File: src/rtl/mux_pkg.sv
// Shared constants and helpers for the mux_arb source-select stage.
package mux_pkg;

    localparam int MODE_EXPLICIT = 0;
    localparam int MODE_RR       = 1;

    // Width of a channel index for n channels; never narrower than one bit.
    function automatic int sel_width(input int n);
        return (n <= 2) ? 1 : $clog2(n);
    endfunction

endpackage

File: src/rtl/mux_arb_rr_arbiter.sv
// Round-robin arbiter: one-hot grant to the first requester at or after ptr.
// The priority pointer moves past the winner only when a grant is consumed.
module rr_arbiter
    import mux_pkg::*;
#(
    parameter int N = 4,
    localparam int PW = sel_width(N)
) (
    input  logic         CLK,
    input  logic         reset,
    input  logic [N-1:0] req,
    input  logic         advance,
    output logic [N-1:0] grant
);

    logic [PW-1:0] ptr_reg;
    logic [PW-1:0] ptr_next;
    logic          found;

    // Scan ptr, ptr+1, ..., wrapping modulo N; the first requester wins.
    always_comb begin
        grant    = '0;
        found    = 1'b0;
        ptr_next = ptr_reg;
        for (int i = 0; i < N; i++) begin
            int idx;
            idx = int'(ptr_reg) + i;
            if (idx >= N) begin
                idx = idx - N;
            end
            if (!found && req[PW'(idx)]) begin
                grant[PW'(idx)] = 1'b1;
                found           = 1'b1;
                ptr_next        = (idx == N - 1) ? '0 : PW'(idx + 1);
            end
        end
    end

    // Priority rotates only on a granted transfer; idle cycles keep it.
    always_ff @(posedge CLK or posedge reset) begin
        if (reset) begin
            ptr_reg <= '0;
        end else if (advance && found) begin
            ptr_reg <= ptr_next;
        end
    end

endmodule

File: src/rtl/mux_arb.sv
// N-input registered source selector with valid/ready on every channel.
// Selection is explicit (sel) or round-robin; the output holds under back-pressure.
module mux_arb
    import mux_pkg::*;
#(
    parameter int WIDTH = 16,
    parameter int N     = 4,
    parameter int MODE  = MODE_EXPLICIT,
    localparam int SW   = sel_width(N)
) (
    input  logic                 CLK,
    input  logic                 reset,
    input  logic [N*WIDTH-1:0]   in_data,
    input  logic [N-1:0]         in_valid,
    output logic [N-1:0]         in_ready,
    input  logic [SW-1:0]        sel,
    output logic [WIDTH-1:0]     out_data,
    output logic [SW-1:0]        out_src,
    output logic                 out_valid,
    input  logic                 out_ready
);

    logic             load;
    logic             load_ok;
    logic [N-1:0]     grant;
    logic [SW-1:0]    grant_idx;
    logic [WIDTH-1:0] mux_data;
    logic [WIDTH-1:0] masked [N];

    // Output register is empty or draining; reset suppresses any acceptance.
    assign load    = !out_valid || out_ready;
    assign load_ok = load && !reset;

    genvar gi;
    generate
        if (MODE == MODE_RR) begin : g_rr
            logic [N-1:0] rr_grant;
            logic         unused_sel;

            assign unused_sel = ^sel;

            rr_arbiter #(.N(N)) u_arb (
                .CLK     (CLK),
                .reset   (reset),
                .req     (in_valid),
                .advance (load_ok),
                .grant   (rr_grant)
            );

            assign grant = rr_grant & {N{load_ok}};
        end else begin : g_explicit
            // sel values at or above N match no channel, so they grant nothing.
            for (gi = 0; gi < N; gi++) begin : g_sel
                assign grant[gi] = load_ok && in_valid[gi] && (sel == SW'(gi));
            end
        end

        // AND-OR data mux over the one-hot grant.
        for (gi = 0; gi < N; gi++) begin : g_mask
            assign masked[gi] = {WIDTH{grant[gi]}} & in_data[gi*WIDTH +: WIDTH];
        end
    endgenerate

    assign in_ready = grant;

    // Collapse the masked channels and encode the winning index.
    always_comb begin
        mux_data  = '0;
        grant_idx = '0;
        for (int i = 0; i < N; i++) begin
            mux_data = mux_data | masked[i];
            if (grant[i]) begin
                grant_idx = SW'(i);
            end
        end
    end

    // Load on grant, empty on an idle drain, otherwise hold.
    always_ff @(posedge CLK or posedge reset) begin
        if (reset) begin
            out_data  <= '0;
            out_src   <= '0;
            out_valid <= 1'b0;
        end else if (|grant) begin
            out_data  <= mux_data;
            out_src   <= grant_idx;
            out_valid <= 1'b1;
        end else if (load) begin
            out_valid <= 1'b0;
        end
    end

endmodule

File: config.mk
export PLATFORM = sky130hd
export DESIGN_NAME = mux_arb
export DESIGN_NICKNAME = d
export VERILOG_FILES = /design/src/rtl/mux_pkg.sv /design/src/rtl/mux_arb_rr_arbiter.sv /design/src/rtl/mux_arb.sv
export SDC_FILE = /design/constraint.sdc
export NUM_CORES = 1
export LEC_CHECK = 0
export CORE_ASPECT_RATIO = 1.2
export CORE_MARGIN = 10
export CORE_UTILIZATION = 35
export DETAILED_ROUTE_END_ITERATION = 16
export GPL_TIMING_DRIVEN = 0
export PLACE_DENSITY = 0.88
export SLEW_MARGIN = 40
export SYNTH_ARGS = -nofsm -noshare
export SYNTH_HDL_FRONTEND = slang
export SYNTH_SLANG_ARGS = --single-unit
File: constraint.sdc
create_clock -name CLK -period 5.36 [get_ports CLK]
set_clock_uncertainty 0.1 [all_clocks]
set_input_delay 1.34 -clock CLK [delete_from_list [all_inputs] [get_ports CLK]]
set_output_delay 1.34 -clock CLK [all_outputs]
set_load 0.05 [all_outputs]
; Word-level counts from Yosys, hierarchy flattened
; Cells that the tools add are included.
[totals]
register_bits = 19
in_bits = 73
output_inout_bits = 23
elab_cells = 33
[classes]
n_eq_ne = 3
n_mux = 5
bitwise_logic = 7
n_reduce_logical = 15
[op_table]
columns = operator, count
row1 = $and A16 B16 Y16, 4
row2 = $or A16 B16 Y16, 3
row3 = $logic_and A1 B1 Y1, 9
row4 = $eq A2 B2 Y1 const B, 2
row5 = $mux W2, 2
row6 = $reduce_or A4 Y1, 1
row7 = $mux W1, 3
row8 = $eq A2 B1 Y1 const B, 1
row9 = $logic_not A1 Y1, 2
row10 = $logic_not A2 Y1, 1
row11 = $reduce_bool A2 Y1, 1
row12 = $logic_or A1 B1 Y1, 1

; Depth between registers and ports, before layout
[depth]
word_depth = 9
mapped_depth = 6
ltp_nobuf = 4

; Least setup slack after synthesis
; OpenSTA, ideal clock, no wires.
[synth_path]
kind = in2out
from = input sel[1]
to = output in_ready[2]
t_arrival_ns = 2.582
required_ns = 3.920
slack_ns = 1.338
cell_stages = 5
n_path_buf = 2
path_cell_list = inv_1 > nor3_2 > clkbuf_1 > buf_2 > and2_1
[synth_via]
elab_chain_len = 2
[synth_rtl]
columns = item, line
row1 = from (decl), mux_arb.sv:16  ; input logic [SW-1:0] sel,
row2 = $eq A2 B2 Y1, mux_arb.sv:54  ; assign grant[gi] = load_ok && in_valid[gi] && (sel == SW'(gi));
row3 = $logic_and A1 B1 Y1, mux_arb.sv:54
row4 = to (decl), mux_arb.sv:15  ; output logic [N-1:0] in_ready,
; No other way between the ends.

; Final worst setup path
[layout_path]
from = input sel[0]
to = output in_ready[0]
[layout_via]
elab_chain_len = 2
[layout_rtl]
columns = item, line
row1 = $logic_not A2 Y1, mux_arb.sv:54
row2 = $logic_and A1 B1 Y1, mux_arb.sv:54
; No other way between the ends.

==> flow_metrics.tcl <==
set metrics [dict create \
    die_h_um 84.0 \
    layout_commonest_cell "clkdlybuf4s50_1" \
    fin_crit_sh 0.930 \
    clk_latency_ns 0.25 \
    seqPwrFrac 0.309 \
    finalSetupViolCount 0 \
    fp.dieW_um 73.3 \
    worst_slew_pin_slew_ns 0.554 \
    p_total_uw 639 \
    cts.sinks 19 \
    syn_avg_cell_area_um2 9.96 \
    grt_pass1_wl_um 8180 \
    place.gp.congestion 0.820 \
    critPathMaxFanout 10 \
    peakVddDrop_mv 0.192 \
    grt_max_degree 20 \
    initial_utilization 0.361 \
    worstPathBufferInverterCount 4 \
    max-slew-margin-rel 0.629 \
    p_int_uw 378 \
    via_per_inst 5.54 \
    finalSetupTns_ns 0 \
    path_class "in -> out" \
    core_area_um2 3310 \
    first_iter_violations 95 \
    diodes 0 \
    cts_tree "done" \
    final_area_um2 2240 \
    crit_family "buffers and inverters" \
    pwr-share-comb 0.533 \
    switchingPower_uw 261 \
    synth_cell_types 22 \
    hold_violations 0 \
    setup_slack_ns 0.377 \
    area_growth_pct 87.6 \
    pre_cts_slack_ns 0.0368 \
    hp-class "reg -> reg" \
    drt-total-wl_um 5140 \
    max_clock_freq_mhz 201 \
    leakage_nw 0.925 \
    portBuffers 95 \
    final_cell_mix "93 x clkdlybuf4s50_1, 19 x dfrtp_1, 18 x nor2_1" \
    grt_usage 0.166 \
    syn-num-nets 193 \
    swShare 0.409 \
    power_frac_clock 0.158 \
    drive_gt1_frac 0.0502 \
    worst_setup_path_start_kind "primary input" \
    grt_pass1_vias 1668 \
    route.detailed.drc 0 \
    yosys_warnings 0 \
    critPathSlowestCell "clkdlybuf4s50_1" \
    path_cells "clkdlybuf4s50_1 -> nor2b_1 -> buf_2 -> buf_1 -> and2_1 -> clkdlybuf4s50_1" \
    cts_buffers 3 \
    yosysSeqAreaShare 0.398 \
    nets 293 \
    max_stage_delay_ns 0.82 \
    ant_nets 0 \
    multi_input_comb_area_um2 646 \
    slew_viol_final 0 \
    rsz0062_at_grt "no" \
    h-tree-depth 1 \
    synth_edf_count 0 \
    netlist_area_um2 1190 \
    die_area_um2 6160 \
    hpwl_um 4230 \
    end_kind "primary output" \
    rows 23 \
    via_count 1419 \
    cts_buffer_depth 2 \
    ys_ff_latch 19 \
    p_per_area_nw_per_um2 285 \
    status "complete, no violations" \
    postSynth.asyncResetShare 1.00 \
    synth_cells 120 \
    dpl_cell_area_um2 2190 \
    cpMostUsedCell "clkdlybuf4s50_1" \
    cp.arrival_ns 3.54 \
    num_io_pins 96 \
    yosys_most_used_dff "dfrtp_1" \
    drtPass1Iterations 4 \
    antenna_found_initial 0 \
    n_fill_cell 265 \
    fin_crit_ns 4.98 \
    cts_root_buffer "clkbuf_8" \
    grt-ovfl-total 0 \
    clk_pin_slew_ns 0.07 \
    ff_latch_area_um2 475 \
    wire_per_inst_um 20.1 \
    crit_required_ns 3.92 \
    fin_util 0.678 \
    maxCapViolCount 0 \
]
[synthesized netlist by cell type, drive strengths merged (2+ instances only)]
cell type  instances  area [um2]
dfrtp             19         475
a221o             16         160
and2               6        37.5
buf                6        40.0
nor2b              3        26.3
a22oi             17         128
inv                2        7.51
a22o              16         140
nor2              18        67.6
nor3               2        15.0
clkbuf             7        26.3
a21oi              2        10.0
[stage by stage]
| step | hold WS, ns | cells |
|---|---|---|
| final | 0.414 | 256 |
| after global routing | 0.438 | 256 |
| after CTS | 0.421 | 256 |
| after detailed placement | 0.392 | 252 |
| after global placement | 0.374 | 252 |
| after floorplan | 0.697 | 120 |
[flip-flops by register name (all words and copies together), names as in the netlist]
register   cells
out_valid      1
out_src        2
out_data      16
[metal layers]
metal  routed length, um  vias up  track usage
li1                    -      671            -
met1                1820      674        0.163
met2                2590       68        0.282
met3                 650        6       0.0988
met4                  88        0       0.0509
met5                   0        -            0
[power by group through the flow]
stage	Combinational, mW	Sequential [mW]	Clock [mW]
global placement	0.338	0.198	0
finish	0.340	0.197	0.101
CTS	0.343	0.197	0.105
floorplan	0.0764	0.315	0
detailed placement	0.343	0.199	0
global route	0.359	0.202	0.110
[final cells by class]
type,instances,share of cell area
repair buffers,95,0.426
clock buffers,4,0.0201
well taps,37,0.0206
flip-flops and latches,19,0.212
plain buffers,13,0.0296
multi-input cells,86,0.288
inverters,2,0.00335
[worst reg2reg max path, delay by kind of cell, from the launching register on]
kind,cells,cell delay [ns]
buffers and inverters,2,0.32
AO/OA/AOI/OAI,2,0.52
AND/OR/NAND/NOR,2,0.46
flip-flops,1,0.38
[final timing paths]
check | cells after the start | to | slack [ns] | from
max in group asynchronous | 2 | out_valid | 3.38 | reset
max | 6 | in_ready[0] | 0.38 | sel[0]
max reg2reg | 6 | out_data[12] | 3.46 | out_valid
min | 1 | out_src[0] | 0.41 | out_src[0]
min reg2reg | 1 | out_src[0] | 0.41 | out_src[0]
min in group asynchronous | 2 | out_data[5] | 1.46 | reset
[logic make-up after synthesis]
family	synth area share
AND/OR/NAND/NOR	0.138
flip-flops	0.398
buffers and inverters	0.0618
AO/OA/AOI/OAI	0.402
[what timing repair did]
action / in CTS / in global routing
hold buffers: 0 / 0
setup endpoints to repair: 0 / 2
gates resized for setup: 0 / 2
setup buffers: 0 / 0
endpoints found under the hold margin: 0 / 0
Note: power is estimated with default switching activity, not from simulation.
